$ cat config.mk
export PLATFORM = sky130hd
export DESIGN_NAME = lsu_ctrl
export DESIGN_NICKNAME = d
export VERILOG_FILES = /design/src/rtl/lsu_ctrl.sv
export SDC_FILE = /design/constraint.sdc
export NUM_CORES = 1
export LEC_CHECK = 0
export BUFFER_PORTS_ARGS = -buffer_cell sky130_fd_sc_hd__buf_2
export CAP_MARGIN = 15
export CORE_MARGIN = 2
export CORE_UTILIZATION = 51
export CTS_BUF_LIST = sky130_fd_sc_hd__clkbuf_4 sky130_fd_sc_hd__clkbuf_8
export DETAILED_ROUTE_END_ITERATION = 6
export HOLD_SLACK_MARGIN = 0.15
export PLACE_DENSITY = 0.91
export SLEW_MARGIN = 20
export SYNTH_ARGS = -nofsm -noshare
export SYNTH_HDL_FRONTEND = slang
export SYNTH_SLANG_ARGS = --single-unit
$ cat constraint.sdc
create_clock -name clk -period 2.8 [get_ports clk]
set_input_delay 0.42 -clock clk [delete_from_list [all_inputs] [get_ports clk]]
set_output_delay 0.42 -clock clk [all_outputs]
set_load 0.05 [all_outputs]
$ cat src/rtl/lsu_ctrl.sv
// ---------------------------------------------------------------------------
// lsu_ctrl
//
// Load/store unit sitting between the core datapath and the word-only data
// memory. One request is accepted at a time and turned into memory cycles:
// a single read for loads, a single write for word stores, and a
// read-modify-write for byte/half stores. Completion is signalled by a
// one-cycle response pulse carrying the aligned, extended load result.
//
// Parameters
//   ERR_ON_MISALIGN  1: misaligned half/word requests fail without touching
//                       memory; 0: low address bits are forced to alignment.
//   BIG_ENDIAN       1: byte offset 0 is bits [31:24]; 0: bits [7:0].
//
// Ports
//   clk, rst_lsu          clock (rising edge), synchronous active-high reset
//   req_valid/req_ready   request handshake; ready only while idle
//   req_write             1 = store, 0 = load
//   req_size              00 byte, 01 half, 10 word, 11 illegal
//   req_unsigned          zero-extend sub-word load results
//   req_addr, req_wdata   byte address and store data (low bits used)
//   resp_valid            one-cycle completion pulse
//   resp_rdata, resp_err  load result / error flag, valid with resp_valid
//   dm_addr               word-aligned memory address, 0 when idle
//   dm_write_data         word to write to memory
//   ctrl_dataMem_Write    memory write enable
//   ctrl_dataMem2reg      memory read enable
//   dm_read_data          combinational read data from memory
// ---------------------------------------------------------------------------
module lsu_ctrl #(
    parameter bit ERR_ON_MISALIGN = 1'b1,
    parameter bit BIG_ENDIAN      = 1'b1
) (
    input  logic        clk,
    input  logic        rst_lsu,
    input  logic        req_valid,
    output logic        req_ready,
    input  logic        req_write,
    input  logic [1:0]  req_size,
    input  logic        req_unsigned,
    input  logic [31:0] req_addr,
    input  logic [31:0] req_wdata,
    output logic        resp_valid,
    output logic [31:0] resp_rdata,
    output logic        resp_err,
    output logic [31:0] dm_addr,
    output logic [31:0] dm_write_data,
    output logic        ctrl_dataMem_Write,
    output logic        ctrl_dataMem2reg,
    input  logic [31:0] dm_read_data
);

    typedef enum logic [2:0] {
        IDLE,
        RD,
        RMW_RD,
        WR,
        RESP
    } state_e;

    state_e      state_q, state_d;
    logic [31:0] addr_q, addr_d;
    logic [31:0] wdata_q, wdata_d;
    logic [31:0] rword_q, rword_d;
    logic [1:0]  size_q, size_d;
    logic        unsigned_q, unsigned_d;
    logic        write_q, write_d;
    logic        err_q, err_d;

    logic        accept;
    logic        reqErr;
    logic [4:0]  laneShift;
    logic [31:0] laneMask;
    logic [31:0] extracted;
    logic [31:0] mergedWord;
    logic [31:0] loadResult;

    assign accept = req_valid && req_ready;

    // A request is rejected for an illegal size, or for misalignment when
    // misalignment is configured to be an error.
    assign reqErr = (req_size == 2'b11) ||
                    (ERR_ON_MISALIGN &&
                     (((req_size == 2'b01) && req_addr[0]) ||
                      ((req_size == 2'b10) && (req_addr[1:0] != 2'b00))));

    // State and request registers; reset takes priority, so a request
    // presented during reset is never latched.
    always_ff @(posedge clk) begin
        if (rst_lsu) begin
            state_q    <= IDLE;
            addr_q     <= '0;
            wdata_q    <= '0;
            rword_q    <= '0;
            size_q     <= '0;
            unsigned_q <= 1'b0;
            write_q    <= 1'b0;
            err_q      <= 1'b0;
        end else begin
            state_q    <= state_d;
            addr_q     <= addr_d;
            wdata_q    <= wdata_d;
            rword_q    <= rword_d;
            size_q     <= size_d;
            unsigned_q <= unsigned_d;
            write_q    <= write_d;
            err_q      <= err_d;
        end
    end

    // Next-state logic. On accept the request is latched (with the address
    // pre-aligned when misalignment is tolerated) and the access type picks
    // the first memory state. Both read states capture the memory word.
    always_comb begin
        state_d    = state_q;
        addr_d     = addr_q;
        wdata_d    = wdata_q;
        rword_d    = rword_q;
        size_d     = size_q;
        unsigned_d = unsigned_q;
        write_d    = write_q;
        err_d      = err_q;
        case (state_q)
            IDLE: begin
                if (accept) begin
                    addr_d     = req_addr;
                    wdata_d    = req_wdata;
                    size_d     = req_size;
                    unsigned_d = req_unsigned;
                    write_d    = req_write;
                    err_d      = reqErr;
                    if (!ERR_ON_MISALIGN) begin
                        if (req_size == 2'b10) begin
                            addr_d[1:0] = 2'b00;
                        end else if (req_size == 2'b01) begin
                            addr_d[0] = 1'b0;
                        end
                    end
                    if (reqErr) begin
                        state_d = RESP;
                    end else if (!req_write) begin
                        state_d = RD;
                    end else if (req_size == 2'b10) begin
                        state_d = WR;
                    end else begin
                        state_d = RMW_RD;
                    end
                end
            end
            RD: begin
                rword_d = dm_read_data;
                state_d = RESP;
            end
            RMW_RD: begin
                rword_d = dm_read_data;
                state_d = WR;
            end
            WR: begin
                state_d = RESP;
            end
            RESP: begin
                state_d = IDLE;
            end
            default: begin
                state_d = IDLE;
            end
        endcase
    end

    // Lane selection shared by load extraction and store merging. A word
    // access uses a full mask with no shift, so both paths reduce to the
    // whole word.
    always_comb begin
        laneShift = 5'd0;
        laneMask  = 32'hFFFF_FFFF;
        if (size_q == 2'b00) begin
            laneShift = BIG_ENDIAN ? {~addr_q[1:0], 3'b000} : {addr_q[1:0], 3'b000};
            laneMask  = 32'h0000_00FF << laneShift;
        end else if (size_q == 2'b01) begin
            laneShift = BIG_ENDIAN ? {~addr_q[1], 4'b0000} : {addr_q[1], 4'b0000};
            laneMask  = 32'h0000_FFFF << laneShift;
        end
        extracted  = (rword_q & laneMask) >> laneShift;
        mergedWord = (rword_q & ~laneMask) | ((wdata_q << laneShift) & laneMask);
        case (size_q)
            2'b00:   loadResult = unsigned_q ? {24'd0, extracted[7:0]}
                                             : {{24{extracted[7]}}, extracted[7:0]};
            2'b01:   loadResult = unsigned_q ? {16'd0, extracted[15:0]}
                                             : {{16{extracted[15]}}, extracted[15:0]};
            default: loadResult = extracted;
        endcase
    end

    // Output decode. The write enable is gated by reset so a reset landing
    // in WR (e.g. mid read-modify-write) leaves memory untouched.
    always_comb begin
        req_ready          = (state_q == IDLE);
        resp_valid         = 1'b0;
        resp_rdata         = '0;
        resp_err           = 1'b0;
        dm_addr            = '0;
        dm_write_data      = '0;
        ctrl_dataMem_Write = 1'b0;
        ctrl_dataMem2reg   = 1'b0;
        case (state_q)
            RD, RMW_RD: begin
                dm_addr          = {addr_q[31:2], 2'b00};
                ctrl_dataMem2reg = 1'b1;
            end
            WR: begin
                dm_addr            = {addr_q[31:2], 2'b00};
                dm_write_data      = (size_q == 2'b10) ? wdata_q : mergedWord;
                ctrl_dataMem_Write = !rst_lsu;
            end
            RESP: begin
                resp_valid = 1'b1;
                resp_err   = err_q;
                resp_rdata = (!write_q && !err_q) ? loadResult : 32'd0;
            end
            default: begin
            end
        endcase
    end

endmodule

==> results of run 1 <==
cells in the mapped netlist (7+ instances only):
cell type	count	area share (%)
nand2_1	229	16
a21oi_1	151	14
dfxtp_1	104	39
clkbuf_1	51	3.5
and2_1	33	3.8
o21ai_0	33	3.1
inv_1	19	1.3
nor2_1	18	1.3
mux2i_1	15	2.8
nor2b_1	9	1.0
o22ai_1	9	1.0
a211oi_1	8	1.1
a22o_1	8	1.3
a22oi_1	8	1.1
mux2_2	8	1.7
o221ai_1	8	1.3
nand3b_1	7	0.97
timing repair:
item | CTS | global route
pin swaps | 1 | 2
endpoints found under the setup margin | 24 | 35
resized for setup | 10 | 18
cloned | 1 | 0
worst register-to-register path: stages (launching register included):
cell and delay, ns:
dfxtp_1 0.44, nor2_1 0.19, and3_2 0.68, buf_4 0.34, nand2_1 0.10, a21oi_1 0.13
power by group through the flow:
stage	Clock, uW	Combinational (uW)	Sequential [uW]
after floorplan	0	597	1680
after global placement	0	789	1730
after detailed placement	0	806	1730
after CTS	1010	813	1700
after global routing	1080	910	1720
final	999	833	1710
cells by family after synthesis:
family                 Yosys count  share of synthesized area, %
buffers and inverters           84                          6.38
flip-flops                     104                          38.6
multiplexers                    23                          4.45
AND/OR/NAND/NOR                314                          25.2
XOR/XNOR                         1                         0.162
AO/OA/AOI/OAI                  238                          25.2
other                            1                        0.0695
registers in the layout, summed over array words and instances (netlist names):
register    flops
size_q          2
rword_q        32
unsigned_q      1
err_q           1
write_q         1
state_q         3
addr_q         32
wdata_q        32
layer usage:
| layer | share of wire (%) | GRT usage [%] |
|---|---|---|
| met5 | 0 | 0 |
| met2 | 46 | 50.7 |
| met1 | 40 | 37.5 |
| met4 | 4.4 | 13.5 |
| met3 | 9.9 | 6.99 |
per-stage QoR:
stage / total power [uW] / utilization, % / setup slack, ns / instance area [sq um] / instances
floorplan: 2270 / - / -0.103 / 5480 / 766
CTS: 3520 / 66.3 / 0.00934 / 6810 / 1080
finish: 3540 / 66.8 / 0.0746 / 6870 / 1080
global placement: 2520 / 63.9 / 0.341 / 6570 / 1063
global route: 3710 / 66.8 / 0.00883 / 6870 / 1080
detailed placement: 2540 / 63.9 / 0.250 / 6570 / 1063
layout make-up:
class	count	area, sq um	area share [%]
Clock buffer	11	151	2.20
Clock inverter	5	62.6	0.911
Inverter	21	78.8	1.15
Multi-Input combinational cell	578	3100	45.1
Sequential cell	104	2090	30.4
Tap cell	136	170	2.48
Timing Repair Buffer	225	1220	17.8
how the worst max path moves through the flow:
stage                    start              to  cells after the start
floorplan           state_q[0]  resp_rdata[16]                      6
global placement     addr_q[0]  resp_rdata[18]                      6
detailed placement   size_q[0]  resp_rdata[16]                      7
CTS                  addr_q[0]  resp_rdata[19]                      6
global route         addr_q[1]  resp_rdata[17]                      7
finish               addr_q[0]  resp_rdata[18]                      6
==> summary.md, run 1 <==
| Metric | Value |
|---|---|
| Site Rows | 37 |
| Worst reg-to-reg path cell count | 5 |
| Initial Utilization | 52.5% |
| Largest net degree at the start of global routing | 42 |
| Total grt overflow | 0 |
| Initial antenna violation count | 0 |
| DIE AREA | 0.0114 sq mm |
| CTS Root Cell | clkbuf_8 |
| Clock share of power | 28.2% |
| Max_cap viols | 0 |
| Total CTS buffers | 9 |
| Most frequent cells in the layout | nand2_1, buf_2, a21oi_1, dfxtp_1, and2_1 |
| WHS Path Cells | 3 |
| Required time worst endpoint | 2.38 ns |
| Die height | 107 um |
| Yosys warns | 0 |
| Crit path time final | 2.73 ns |
| Max Fclk | 367 MHz |
| Worst Tran Pin Value | 0.704 ns |
| Synth Register Bits | 104 |
| Gpl congestion | 0.983 |
| Worst Hold Endpoint | addr_q[18] |
| Sequential share of the synthesized area | 38.6% |
| DP HPWL | 13,100 um |
| Die Wd | 107 um |
| Max Fanout on Critical Path | 10 |
| Gate power share | 23.5% |
| CTS Sinks | 104 |
| Hold Startpoint | req_addr[18] |
| Post-Synthesis Cell Area | 0.00540 sq mm |
| Clk Latency, worst-skew pair | 0.38 ns |
| Post-CTS Setup Bufs | 0 |
| Layout cell share with drive strength beyond 1 | 30.1% |
| Reg2Reg Setup Slack | 0.85 ns |
| Hold WC Path Type | primary input to flip-flop |
| Post-route ant nets | 0 |
| Commonest non-fill, non-tap cell in the layout | nand2_1 |
| Synth Flop Type | dfxtp_1 |
| CTS clock-pin slew for the worst setup and hold paths | 0.10 ns |
| Global-route wire length before repair | 27,300 um |
| Static leakage | 0.00300 uW |
| Vias per std cell | 5.61 |
| CTS tree | yes |
| Core region area | 0.0103 sq mm |
| Count of flip-flops with a built-in enable after synthesis | 0 |
| P&R area growth vs syn | 27.3% |
| CP delay by family, top | compound AO/OA/AOI/OAI gates |
| Vias | 6,056 |
| Critical path capture point type | output pin |
| Worst Skew | 0.00813 ns |
| Crit path largest cell delay | 0.55 ns |
| Hold Slack | 0.265 ns |
| Max-slew violation count | 0 |
| Clock Path Buffers | 2 |
| Layout net count | 1,042 |
| CTS H-tree lvls | 3 |
| Final hold vios | 0 |
| Drt first pass iters | 5 |
| Status | complete, no violations |
| Crit path cell chain | or4_4 > o211a_4 > o41ai_4 > buf_6 > a21oi_1 > buf_2 |
| Io pins | 204 |
| Residual DRC | 0 |
| CP arrival | 2.31 ns |
| Filler instances | 906 |
| WS Path Type | flip-flop to output pin |
| Mean Syn Cell Area | 7.05 sq um |
| Mapped Cells | 765 |
| DR iter-0 viols | 468 |
| Sequential share of power | 48.2% |
| Routed WL | 17,800 um |
| GRT Util Overall | 30.4% |
| RSZ-0062 raised after global routing | no |
| Number of distinct library cells after synthesis | 46 |
| Reg2reg end | addr_q[1] |
| CP bufs+invs | 2 |
| Cell Int Power | 2340 uW |
| Post-CTS Hold Buffers | 0 |
| Switch Pwr | 1200 uW |
| Port Buf Inserts | 201 |
| Setup Viol. Count Final | 0 |
| Sw Ratio | 33.9% |
| Worst setup SP type | flip-flop |
| TNS Setup | 0 ns |
| VDD IR max | 0.000330 V |
| Final worst-path cycle share | 97.3% |
| Slew margin rel. | 53.1% |
| Share of flip-flops with an asynchronous set or reset | 0% |
| P per Cell Area | 515 mW/mm^2 |
| FF-to-FF Start | state_q[0] |
| Vias in the first global route | 5,579 |
| Antenna cells | 0 |
| Slowest CP cell | or4_4 |
| Routed WL per cell | 16.5 um |
No activity file was read; power rests on OpenSTA's default activity.
==> run 2, diff against run 1 <==
- CORE_UTILIZATION: 51 -> 50
- CTS_BUF_LIST: sky130_fd_sc_hd__clkbuf_4 sky130_fd_sc_hd__clkbuf_8 -> not set
- PLACE_DENSITY: 0.91 -> 0.89
==> run 2 against run 1 <==
Sequential share of layout area grew 0.19 points. Largest power group unchanged. Register-to-register slack gained 0.10 ns. Global-route usage down 0.28 points.
==> summary.md, run 2 (same netlist as run 1, synthesis figures left out) <==
| Metric | Value |
|---|---|
| Initial Utilization | 51.8% |
| Site Rows | 37 |
| Setup Viol. Count Final | 0 |
| CTS Root Cell | clkbuf_8 |
| Commonest non-fill, non-tap cell in the layout | nand2_1 |
| Antenna cells | 0 |
| DIE AREA | 0.0116 sq mm |
| Max Fanout on Critical Path | 12 |
| Post-route ant nets | 0 |
| Most frequent cells in the layout | nand2_1, buf_2, a21oi_1, dfxtp_1, and2_1 |
| Hold WC Path Type | primary input to flip-flop |
| Core region area | 0.0104 sq mm |
| Worst reg-to-reg path cell count | 5 |
| Reg2Reg Setup Slack | 0.95 ns |
| Status | complete, no violations |
| Final Non-Filler Cells | 1,076 |
| Clock Path Buffers | 2 |
| DP HPWL | 13,000 um |
| Post-CTS Hold Buffers | 0 |
| Die height | 108 um |
| Total CTS buffers | 9 |
| Layout net count | 1,039 |
| Final hold vios | 0 |
| DR iter-0 viols | 393 |
| Largest net degree at the start of global routing | 49 |
| Reg area | 0.00209 sq mm |
| CTS clock-pin slew for the worst setup and hold paths | 0.11 ns |
| Slew margin rel. | 53.7% |
| FF-to-FF Start | state_q[0] |
| Required time worst endpoint | 2.38 ns |
| Initial antenna violation count | 0 |
| CTS H-tree lvls | 3 |
| P&R area growth vs syn | 26.3% |
| Gpl congestion | 0.984 |
| Filler instances | 946 |
| Routed WL | 17,600 um |
| Crit path to | resp_rdata[31] |
| Max Fclk | 362 MHz |
| VDD IR max | 0.000277 V |
| Worst setup SP type | flip-flop |
| Layout cell share with drive strength beyond 1 | 29.6% |
| Total power | 3420 uW |
| Vias in the first global route | 5,464 |
| Max_cap viols | 0 |
| Residual DRC | 0 |
| Crit path from | size_q[0] |
| Crit path time final | 2.76 ns |
| Hold Startpoint | req_addr[24] |
| Die Wd | 108 um |
| Port Buf Inserts | 201 |
| Worst Tran Pin Value | 0.694 ns |
| Multi-input logic area | 0.00308 sq mm |
| Vias per std cell | 5.59 |
| Clk Latency, worst-skew pair | 0.37 ns |
| Routed WL per cell | 16.4 um |
| RSZ-0062 raised after global routing | yes |
| Dpl cells | 1,060 |
| Drt first pass iters | 5 |
| CP arrival | 2.34 ns |
| WS Path Type | flip-flop to output pin |
| Max-slew violation count | 0 |
| Reg2reg end | addr_q[12] |
| Final worst-path cycle share | 98.5% |
| Io pins | 204 |
| CTS tree | yes |
| GRT Util Overall | 30.2% |
| Global-route wire length before repair | 27,400 um |
| Critical path capture point type | output pin |
| Total grt overflow | 0 |
| CTS Sinks | 104 |
| Static leakage | 0.00297 uW |
| Vias | 6,017 |
| P per Cell Area | 502 mW/mm^2 |
| Largest registers | addr_q (32), rword_q (32), wdata_q (32) |
| Worst Skew | 0.0138 ns |
run 2: cell count changes in the layout (fill, tap and decap cells not counted), sizes merged:
cell and delta:
buf -6, inv +1, bufinv -1, clkbuf +2, clkinvlp +1, clkinv -1
run 2: through the flow:
stage          cell area (sq um)  TNS, ns  worst slack [ns]  util, %  hold WS [ns]
6_report                    6810        0            0.0408     65.4         0.271
3_5_place_dp                6570        0             0.127     63.1         0.442
4_1_cts                     6790        0            0.0107     65.2         0.262
2_1_floorplan               5480   -0.620            -0.103        -         0.432
5_1_grt                     6810   -0.300           -0.0350     65.4         0.279
3_3_place_gp                6570        0             0.230     63.1         0.437
run 2: how the worst min path moves through the flow:
stage	to	slack, ns	cells past startpoint
after global placement	addr_q[30]	0.44	2
after detailed placement	addr_q[28]	0.44	2
final	addr_q[24]	0.27	3
after CTS	addr_q[29]	0.26	3
after floorplan	addr_q[10]	0.43	2
after global routing	addr_q[3]	0.28	3
run 2: area by class of cell:
cell class | count | area share (%)
clock buffer | 10 | 1.87
sequential | 104 | 30.6
multi-input combinational | 578 | 45.2
inverter | 21 | 1.18
clock inverter | 5 | 0.625
tap | 136 | 2.50
timing repair buffer | 222 | 18.0
run 2: metal layers:
layer	part of all wire, %	global-route usage (%)	vias to the layer above	routed length (um)
met1	40	37.9	2706	7100
met4	3.5	13.1	0	614
met3	10	7.26	45	1850
li1	-	-	2921	-
met2	46	49.1	345	8070
met5	0	0	-	0
run 2: power by group:
part / total, uW / switching (uW) / internal (uW)
sequential: 1700 / 117 / 1590
combinational: 831 / 546 / 285
clock: 882 / 552 / 329
run 2: repair_timing:
action	in CTS	in global routing
pin swaps	1	1
setup buffers	0	0
setup endpoints to repair	44	26
resized for setup	16	8
gates cloned	1	0
hold endpoints to repair	0	0
run 2: worst max-delay path: stages (launching register included):
cell and delay, ns:
dfxtp_2 0.39, buf_4 0.19, or3b_2 0.50, a21oi_4 0.20, o41ai_4 0.14, a21oi_1 0.29
buf_4 0.26
